[config.mk]
export PLATFORM = sky130hd
export DESIGN_NAME = sat_counter
export DESIGN_NICKNAME = d
export VERILOG_FILES = /design/src/rtl/test_i9672_trigger_monitor_sat_counter.sv
export SDC_FILE = /design/constraint.sdc
export NUM_CORES = 1
export LEC_CHECK = 0
export ABC_AREA = 1
export CORE_AREA = 2 2 39 41
export DETAILED_ROUTE_END_ITERATION = 16
export DIE_AREA = 0 0 41 43
export PLACE_DENSITY_LB_ADDON = 0.1
export SLEW_MARGIN = 0
export SYNTH_ARGS = -nofsm -noshare
export SYNTH_HDL_FRONTEND = slang
export SYNTH_SLANG_ARGS = --single-unit
[constraint.sdc]
create_clock -name clk -period 2.2 [get_ports clk]
set_input_delay 0.44 -clock clk [delete_from_list [all_inputs] [get_ports clk]]
set_output_delay 0.44 -clock clk [all_outputs]
set_load 0.1 [all_outputs]
[src/rtl/test_i9672_trigger_monitor_sat_counter.sv]
// Saturating up-counter with synchronous clear; clear wins over increment.
module sat_counter #(
  parameter int W = 8
) (
  input  logic         clk,
  input  logic         rst_n,
  input  logic         inc,
  input  logic         clr,
  output logic [W-1:0] q
);
  logic [W-1:0] q_q, q_d;

  always_comb begin
    q_d = q_q;
    if (clr)                 q_d = '0;
    else if (inc && ~&q_q)   q_d = q_q + 1'b1;
  end

  always_ff @(posedge clk or negedge rst_n) begin
    if (!rst_n) q_q <= '0;
    else        q_q <= q_d;
  end

  assign q = q_q;
endmodule

==> flow_summary.json, run 1 <==
{
  "irDropWorstVdd_mv": 0.275,
  "gr_usage_total": 0.158,
  "clock_tree_from_tritoncts": "built",
  "grt_overflow_total": 0,
  "largest_reg_flops": 8,
  "netlist_area_um2": 494,
  "cts.sinks": 8,
  "ys_warn_count": 0,
  "antenna_found_initial": 0,
  "critical_path_arrival_ns": 1.01,
  "max_slew_margin": 0.738,
  "cp_peak_stage_delay_ns": 0.43,
  "cts-resized-gates": 0,
  "gp_congestion": 0.744,
  "timing.clock.skew_ns": 0.00289,
  "netlist_top_cells_area": "dfrtp_1, nand2_1, inv_1",
  "timing.critical_path.fanout_max": 6,
  "fin_crit_sh": 0.658,
  "worst-path-buf-inv": 1,
  "initial_core_util": 0.357,
  "worstMarginPinSlew_ns": 0.392,
  "top_layer_used_by_detailed_routing": "met4",
  "synth_edf_count": 0,
  "clockRootBuffer": "clkbuf_4",
  "synth_common_cells": "nand2_1, inv_1, dfrtp_1, nand3_1, nor2_1",
  "antenna_left": 0,
  "drive_above_1_share": 0.184,
  "detailroute.wirelength.met2_um": 452,
  "via_per_inst": 4.64,
  "synth_seq_cells": 8,
  "first_global_vias": 450,
  "finalWorstPathRequiredPeriod_ns": 1.45,
  "synthArstFlopShare": 1.00,
  "syn-num-nets": 78,
  "max_cap_viol_count": 0,
  "unrepaired_setup_endpoints_after_global_routing": "no",
  "nFillCells": 146,
  "drcViolationCount": 0,
  "grt_pass1_wl_um": 1890,
  "drt-pass1-iter-count": 4,
  "post_synth.cell_area_avg_um2": 6.77,
  "num-nets-final": 94,
  "drt-met1-wl_um": 502,
  "max_freq_mhz": 691,
  "timing.setup.critical_path_class": "flip-flop to output pin",
  "floorplan.die.height_um": 43,
  "cp.required_ns": 1.76,
  "critPathLaunchType": "flip-flop",
  "cell_type_group_with_the_largest_total_delay_on_the_critical_path": "flip-flops",
  "grt_max_degree": 9,
  "synth.largest_area_cell": "dfrtp_1",
  "drv_slew": 0,
  "design_power_total_w": 0.000343,
  "p_per_area_nw_per_um2": 548,
  "first_iter_violations": 7,
  "static-leakage-power_nw": 0.342,
  "synth.most_common_cell": "nand2_1",
  "wl_met3_um": 69,
  "die_width_um": 41,
  "avgRoutedWirePerCell_um": 10.1,
  "coreArea_um2": 1380,
  "buffer_ports.inserted": 11,
  "outcome": "finished, final reports clean",
  "worstHoldPathType": "input port to async pin",
  "instances_no_fill": 103,
  "timing.critical_path.slowest_stage_cell": "dfrtp_1",
  "yosys_most_used_dff": "dfrtp_1",
  "insertion_delay_ns": 0.26,
  "dp_cells": 100,
  "worst_setup_path_end_kind": "output pin",
  "antenna_cells": 0,
  "postCtsSetupRepairBufs": 0,
  "synthesis.instances": 73,
  "routed-via-count": 478,
  "route.final.wire_length_um": 1040,
  "report.final.setup_viol": 0,
  "path_clk_slew_ns": 0.05,
  "holdBufCountCts": 0,
  "placedInstanceArea_um2": 604,
  "hold_violations_final": 0,
  "areaGrowthSynthToFinish_pct": 26.8,
  "place.detailed.hpwl_um": 804,
  "io_pins": 12,
  "rows": 14,
  "die_area_um2": 1760,
  "htree_num_levels": 1,
  "numCtsBuffers": 3,
  "synth_top_cell_area_share": 0.405,
  "yosys_cell_types": 15,
  "synth_seq_area_share": 0.405,
  "tns_ns": 0,
  "cts-root-to-sink-buffers": 2,
  "postLayoutCellArea_um2": 627,
  "critical_path_cell_sequence": "buf_4"
}
==> per-layer routing <==
layer / global-route usage / up-vias
met3: 0.0524 / 2
met5: 0 / -
li1: - / 254
met1: 0.233 / 211
met4: 0.0800 / 0
met2: 0.200 / 11
==> worst paths after layout <==
kind                            cells past startpoint  slack [ns]  startpoint  endpoint
worst min register to register                      2        0.53        q[1]      q[1]
worst max register to register                      7        0.77        q[0]      q[7]
min in group clk                                    2        0.53        q[1]      q[1]
max in group asynchronous                           1        1.45       rst_n      q[3]
worst max-delay path                                1        0.75        q[5]      q[5]
worst min-delay path                                1        0.47       rst_n      q[7]
==> power by group <==
part | leakage, nW | switching, W | internal (W)
clock network | 0.0138 | 0.0000512 | 0.0000625
logic | 0.219 | 0.0000550 | 0.0000176
registers | 0.110 | 0.00000503 | 0.000152
==> area by class of cell <==
type	instances	area, µm²	area share
clock buffers	3	22.5	0.0359
inverters	11	42.5	0.0679
multi-input cells	54	251	0.401
flip-flops and latches	8	200	0.319
well taps	16	20.0	0.0319
repair buffers	11	90.1	0.144
==> placed cells by master (no fill, tap or decap), drive strengths merged <==
master | netlist | final
nand2 | 30 | 30
inv | 10 | 10
buf | 0 | 8
dfrtp | 8 | 8
nor2 | 8 | 8
nand3 | 7 | 7
a21oi | 4 | 4
clkbuf | 0 | 3
clkdlybuf4s50 | 0 | 3
clkinv | 1 | 1
o21ai | 1 | 1
xor2 | 1 | 1
o21bai | 1 | 1
nor3 | 1 | 1
ha | 1 | 1
==> logic make-up (layout without fill, tap and decap cells) <==
logic type / Yosys count / in the layout / synth area share
AO/OA/AOI/OAI: 6 / 6 / 0.0658
XOR/XNOR: 1 / 1 / 0.0177
adder cells (fa/ha/maj): 1 / 1 / 0.0253
flip-flops: 8 / 8 / 0.405
AND/OR/NAND/NOR: 46 / 46 / 0.400
buffers and inverters: 11 / 25 / 0.0861
==> per-stage QoR <==
stage | hold WS (ns) | setup WS [ns] | util
after floorplan | 0.144 | 0.235 | -
after global placement | 0.529 | 0.518 | 0.437
after detailed placement | 0.530 | 0.516 | 0.437
after CTS | 0.487 | 0.749 | 0.453
after global routing | 0.500 | 0.642 | 0.453
final | 0.472 | 0.752 | 0.453
Note: power is estimated with default switching activity, not from simulation.
==> run 2, diff against run 1 <==
clock period = 1.25 ns   (was 2.2 ns; I/O delays follow)
==> flow_summary.json, run 2 (same netlist as run 1, synthesis figures left out) <==
{
  "antenna_found_initial": 0,
  "drt-pass1-iter-count": 4,
  "worst-path-buf-inv": 1,
  "layout_common_cells": "nand2_1, inv_1, buf_12",
  "avgRoutedWirePerCell_um": 11.7,
  "rows": 14,
  "clock_tree_from_tritoncts": "built",
  "cp_peak_stage_delay_ns": 0.49,
  "placedInstanceArea_um2": 797,
  "most_common_library_cell_in_the_layout_ignoring_fill_and_taps": "nand2_1",
  "numCtsBuffers": 3,
  "design_power_total_w": 0.000654,
  "layout_setup_ws_ns": -0.0723,
  "routed-via-count": 517,
  "num-nets-final": 100,
  "timing.setup.critical_path_class": "flip-flop to flip-flop",
  "hold_violations_final": 0,
  "fin_worst_hold_slack_ns": 0.290,
  "ff2ff_path_depth": 9,
  "critical_path_cell_sequence": "ha_4, nand2_4, nor2_4, nand2_2, nand2_4, nand2_4, clkinv_4, nand2_1, nand2_1",
  "finalWorstPathRequiredPeriod_ns": 1.32,
  "gp_congestion": 0.824,
  "initial_core_util": 0.357,
  "htree_num_levels": 1,
  "drcViolationCount": 0,
  "area_used_by_multi_input_combinational_logic_um2": 305,
  "worst_setup_path_end_kind": "flip-flop",
  "critPathLaunchType": "flip-flop",
  "critical_path_arrival_ns": 1.46,
  "worstReg2RegStart": "q[1]",
  "first_iter_violations": 7,
  "worstHoldPathType": "input port to async pin",
  "timing.critical_path.fanout_max": 6,
  "first_global_vias": 482,
  "ff_latch_area_um2": 215,
  "p_per_area_nw_per_um2": 764,
  "reg2reg_to": "q[3]",
  "buffer_ports.inserted": 11,
  "worstMarginPinSlew_ns": 0.394,
  "gr_usage_total": 0.172,
  "place.detailed.hpwl_um": 909,
  "route.final.wire_length_um": 1280,
  "grt_overflow_total": 0,
  "postLayoutCellArea_um2": 856,
  "cts-root-to-sink-buffers": 2,
  "postCtsSetupRepairBufs": 0,
  "io_pins": 12,
  "post_layout_util": 0.618,
  "drv_slew": 0,
  "fin_crit_sh": 1.06,
  "irDropWorstVdd_mv": 0.553,
  "report.final.setup_viol": 9,
  "dp_worst_setup_slack_ns": -0.0690,
  "areaGrowthSynthToFinish_pct": 73.2,
  "insertion_delay_ns": 0.25,
  "cts.sinks": 8,
  "max_freq_mhz": 756,
  "max_cap_viol_count": 0,
  "drive_above_1_share": 0.398,
  "timing.critical_path.slowest_stage_cell": "dfrtp_4",
  "grt_pass1_wl_um": 2000,
  "static-leakage-power_nw": 0.406,
  "max_slew_margin": 0.737,
  "antenna_cells": 0,
  "nFillCells": 126,
  "timing.critical_path.mode_cell": "nand2_4",
  "grt_max_degree": 9,
  "largest_reg_flops": 8,
  "via_per_inst": 4.74,
  "outcome": "complete, but fails checks",
  "unrepaired_setup_endpoints_after_global_routing": "yes",
  "timing.clock.skew_ns": 0.00293,
  "die_width_um": 41,
  "cp.required_ns": 1.39,
  "violations_in_the_final_reports": "setup timing",
  "path_clk_slew_ns": 0.05,
  "clockRootBuffer": "clkbuf_4",
  "antenna_left": 0,
  "setup.reg_to_reg.worst_slack_ns": -0.07,
  "floorplan.die.height_um": 43,
  "cell_type_group_with_the_largest_total_delay_on_the_critical_path": "flip-flops",
  "coreArea_um2": 1380,
  "die_area_um2": 1760
}
==> run 2: cell types whose count changed in the layout (fill, tap and decap cells not counted), sizes merged <==
cell,previous run,this run
buf,8,14
==> run 2: per-layer routing <==
metal  vias up  share of wire  GRT usage
li1        264              -          -
met1       234           0.48      0.254
met2        15           0.45      0.216
met3         4          0.051     0.0366
met4         0          0.018      0.113
met5         -              0          0
==> run 2: how the worst max path moves through the flow <==
stage	slack [ns]	from	endpoint	depth (start not counted)
global placement	-0.07	inc	q[7]	6
CTS	-0.06	q[1]	q[3]	9
global route	-0.13	q[0]	q[3]	9
floorplan	-0.21	q[1]	q[3]	8
finish	-0.07	q[1]	q[3]	9
detailed placement	-0.07	inc	q[7]	6
==> run 2: layout make-up <==
class                   count  share of cell area
multi-input cells          54               0.357
clock buffers               3              0.0263
flip-flops and latches      8               0.251
well taps                  16              0.0234
inverters                  11              0.0541
repair buffers             17               0.288
==> run 2: worst reg2reg max path: stages, from the launching register on <==
cell and delay (ns):
dfrtp_4 0.49, ha_4 0.18, nand2_4 0.07, nor2_4 0.05, nand2_2 0.07, nand2_4 0.06
nand2_4 0.10, clkinv_4 0.07, nand2_1 0.06, nand2_1 0.05
==> run 2: per-stage QoR <==
step	setup TNS (ns)	std cells
final	-0.424	109
after global routing	-0.995	109
after CTS	-0.485	109
after detailed placement	-0.337	106
after global placement	-0.258	106
after floorplan	-1.59	73
==> run 2: report_power, final <==
part	total, W	switching [W]	leakage, nW	internal [W]
sequential	0.000284	0.0000124	0.0965	0.000271
clock	0.000193	0.0000838	0.0138	0.000110
combinational	0.000177	0.000108	0.296	0.0000684
total	0.000654	0.000205	0.406	0.000449
==> run 2: repair_timing <==
item / CTS / global route
hold buffers: 0 / 0
pin swaps: 1 / 4
resized for setup: 1 / 8
endpoints found under the setup margin: 9 / 12
==> run 3, diff against run 2 <==
CELL_PAD_IN_SITES_DETAIL_PLACEMENT = 1   (was not set)
CELL_PAD_IN_SITES_GLOBAL_PLACEMENT = 2   (was not set)
CORE_AREA = not set   (was 2 2 39 41)
CORE_UTILIZATION = 22   (was not set)
DIE_AREA = not set   (was 0 0 41 43)
==> flow_summary.json, run 3 (same netlist as run 1, synthesis figures left out) <==
{
  "timing.clock.skew_ns": 0.0106,
  "ff2ff_path_depth": 9,
  "switching_share_of_total_power": 0.330,
  "fin_crit_sh": 1.09,
  "critPathLaunchType": "flip-flop",
  "worst_setup_path_end_kind": "flip-flop",
  "post_layout_util": 0.468,
  "largest_reg_flops": 8,
  "irDropWorstVdd_mv": 0.483,
  "max_freq_mhz": 732,
  "power_report.internal_total_w": 0.000462,
  "via_per_inst": 4.44,
  "outcome": "complete, but fails checks",
  "routed-via-count": 555,
  "htree_num_levels": 1,
  "path_clk_slew_ns": 0.07,
  "antenna_left": 0,
  "worstHoldPathType": "input port to async pin",
  "startpoint": "q[1]",
  "gr_usage_total": 0.141,
  "cts-root-to-sink-buffers": 2,
  "seq_power_share": 0.405,
  "route.final.wire_length_um": 1580,
  "timing.setup.critical_path_class": "flip-flop to flip-flop",
  "unrepaired_setup_endpoints_after_global_routing": "yes",
  "timing.critical_path.slowest_stage_cell": "dfrtp_4",
  "insertion_delay_ns": 0.26,
  "max_slew_margin": 0.728,
  "io_pins": 12,
  "die_width_um": 49.4,
  "setup.reg_to_reg.worst_slack_ns": -0.12,
  "antenna_cells": 0,
  "first_global_vias": 546,
  "postLayoutCellArea_um2": 956,
  "rows": 16,
  "initial_core_util": 0.242,
  "placedInstanceArea_um2": 833,
  "antenna_found_initial": 0,
  "fin_worst_hold_slack_ns": 0.285,
  "drive_above_1_share": 0.500,
  "buffer_ports.inserted": 11,
  "cp_peak_stage_delay_ns": 0.43,
  "die_area_um2": 2440,
  "clock_tree_from_tritoncts": "built",
  "violations_in_the_final_reports": "setup timing",
  "p_clk_frac": 0.301,
  "worstReg2RegStart": "q[1]",
  "finalWorstPathRequiredPeriod_ns": 1.37,
  "max_cap_viol_count": 0,
  "share_comb_of_total_power": 0.294,
  "numCtsBuffers": 3,
  "dp_cells": 120,
  "report.final.setup_viol": 10,
  "hold_violations_final": 0,
  "areaGrowthSynthToFinish_pct": 93.4,
  "holdBufCountCts": 0,
  "cts.sinks": 8,
  "timing.critical_path.fanout_max": 4,
  "first_iter_violations": 1,
  "most_common_library_cell_in_the_layout_ignoring_fill_and_taps": "nand2_1",
  "place.detailed.hpwl_um": 1210,
  "critical_path_arrival_ns": 1.52,
  "critical_path_cell_sequence": "ha_4, nand2_4, nor2_4, nand2_2, nand2_4, nand2_8, buf_12, nand3_2, nand2_1",
  "floorplan.die.height_um": 49.4,
  "reg2reg_to": "q[3]",
  "drt-pass1-iter-count": 2,
  "cp.required_ns": 1.40,
  "grt_pass1_wl_um": 2530,
  "layout_common_cells": "nand2_1, inv_1, buf_12",
  "avgRoutedWirePerCell_um": 12.6,
  "layout_setup_ws_ns": -0.116,
  "worstMarginPinSlew_ns": 0.407,
  "instances_no_fill": 125,
  "timing.critical_path.mode_cell": "nand2_4",
  "num-nets-final": 105,
  "p_per_area_nw_per_um2": 722,
  "drcViolationCount": 0,
  "static-leakage-power_nw": 0.448,
  "grt_max_degree": 9,
  "coreArea_um2": 2040,
  "p_switching_w": 0.000228,
  "dp_worst_setup_slack_ns": -0.123,
  "clockRootBuffer": "clkbuf_4",
  "grt_overflow_total": 0,
  "drv_slew": 0,
  "gp_congestion": 0.759
}
[run 3: worst max-delay path by stage]
stage          endpoint  slack, ns  cells after the start
2_1_floorplan      q[3]      -0.21                      8
3_3_place_gp       q[7]      -0.10                      6
3_5_place_dp       q[7]      -0.12                      6
4_1_cts            q[5]      -0.10                      9
5_1_grt            q[3]      -0.18                      9
6_report           q[3]      -0.12                      9
[run 3: worst max-delay path, delay by kind of cell (launching register included)]
kind | cells | cell delay [ns]
fa+ha+maj | 1 | 0.15
simple gates | 7 | 0.54
flops | 1 | 0.43
buf+inv | 1 | 0.14
[run 3: power groups by stage]
stage               registers, W  logic (W)  clock network, W
finish                  0.000280   0.000203          0.000207
global route            0.000280   0.000217          0.000229
CTS                     0.000280   0.000195          0.000209
detailed placement      0.000285   0.000181                 0
global placement        0.000285   0.000179                 0
floorplan               0.000347  0.0000334                 0
[run 3: layout make-up]
cell class,count,area (µm²)
fill,257,1090
timing repair buffer,22,297
multi-input combinational,54,339
clock buffer,3,22.5
inverter,11,48.8
tap,27,33.8
sequential,8,215
[run 3: timing repair]
item | in CTS | in global routing
pin swaps | 2 | 7
buffers inserted | 2 | 0
setup endpoints to repair | 10 | 12
gates cloned | 0 | 0
gates resized for setup | 5 | 15
[run 3: per-layer routing]
layer	vias up	routed length [µm]	global-route usage
met2	8	776	0.244
li1	275	-	-
met3	0	45	0.0280
met4	0	0	0.0286
met5	-	0	0
met1	272	754	0.179
[run 3: per-stage QoR]
stage,power (W),TNS (ns)
floorplan,0.000380,-1.59
global route,0.000727,-1.21
finish,0.000690,-0.704
detailed placement,0.000466,-0.685
CTS,0.000684,-0.861
global placement,0.000464,-0.559
==> RTL change: new RTL, config.mk and constraints of run 3 <==
Register the output `q` once more; this adds one clock of latency there.
--- a/src/rtl/test_i9672_trigger_monitor_sat_counter.sv
+++ b/src/rtl/test_i9672_trigger_monitor_sat_counter.sv
@@ -21,6 +21,8 @@
     else        q_q <= q_d;
   end
 
-  assign q = q_q;
+  always_ff @(posedge clk) begin
+    q <= q_q;
+  end
 endmodule
 
Function: changed (Yosys sat finds a counterexample within 4 cycles, from zero or initial values and one cycle with rst_n low).
==> RTL change against run 3 <==
Critical endpoint is now q_q[5]. Total power increased by 53%. Fmax increased by 9.4%. Wire length decreased by 3.5%. Setup slack improved by 0.12 ns. Sequential cell count increased by 8. Synthesized area increased by 32%. Non-clock buffer count decreased by 3. Cell area increased by 5.1%. First-iteration DRC count increased to 6.0 times the old value.
==> RTL change: results <==
set metrics [dict create \
    outcome "complete, no violations" \
    yosys_most_used_dff "dfxtp_1" \
    fin_skew_ns 0.00138 \
    grt_max_degree 10 \
    sequential_cell_total 16 \
    clock_power_share_pct 32.1 \
    power_sequential_uw 543 \
    drt_iter0_markers 6 \
    met2RoutedLength_um 701 \
    final-clk-cell-share_pct 3.61 \
    worst_ep_arrival_time_ns 1.43 \
    crit_path_max_fanout 2 \
    layout_buffering_overhead_excluding_clock_cells_pct 24.9 \
    clockBufferCount 4 \
    route.final.wire_length_mm 1.52 \
    syn_nets 86 \
    synth-async-reset-ratio_pct 50.0 \
    post_layout_nonfiller_instances 135 \
    place.gp.congestion 0.705 \
    critical-path-slowest-cell "dfrtp_1" \
    pg_clk_uw 339 \
    detail_route.first_pass.iterations 4 \
    post_synth.cell_area_avg_sq_um 8.08 \
    final_nets 110 \
    power_leakage_nw 0.477 \
    met3_usage_in_global_routing_pct 2.30 \
]
## RTL change: changes by cell type after synthesis, sizes merged
cell / delta
dfxtp: +8
## RTL change: worst paths after layout
check | startpoint | end | slack (ns) | cells past startpoint
worst max-delay path | q_q[1] | q_q[5] | 0.001 | 9
worst min-delay path | rst_n | q_q[2] | 0.26 | 1
worst max register to register | q_q[1] | q_q[5] | 0.001 | 9
worst min register to register | q_q[3] | q[3] | 0.48 | 0
max in group asynchronous | rst_n | q_q[4] | 0.71 | 1
min in group clk | q_q[3] | q[3] | 0.48 | 0
## RTL change: cells by family after synthesis
| group | Yosys count | synth area share, % |
|---|---|---|
| AO/OA/AOI/OAI | 6 | 4.97 |
| XOR/XNOR | 1 | 1.34 |
| adder cells (fa/ha/maj) | 1 | 1.91 |
| buffers and inverters | 11 | 6.50 |
| flip-flops | 16 | 55.1 |
| AND/OR/NAND/NOR | 46 | 30.2 |
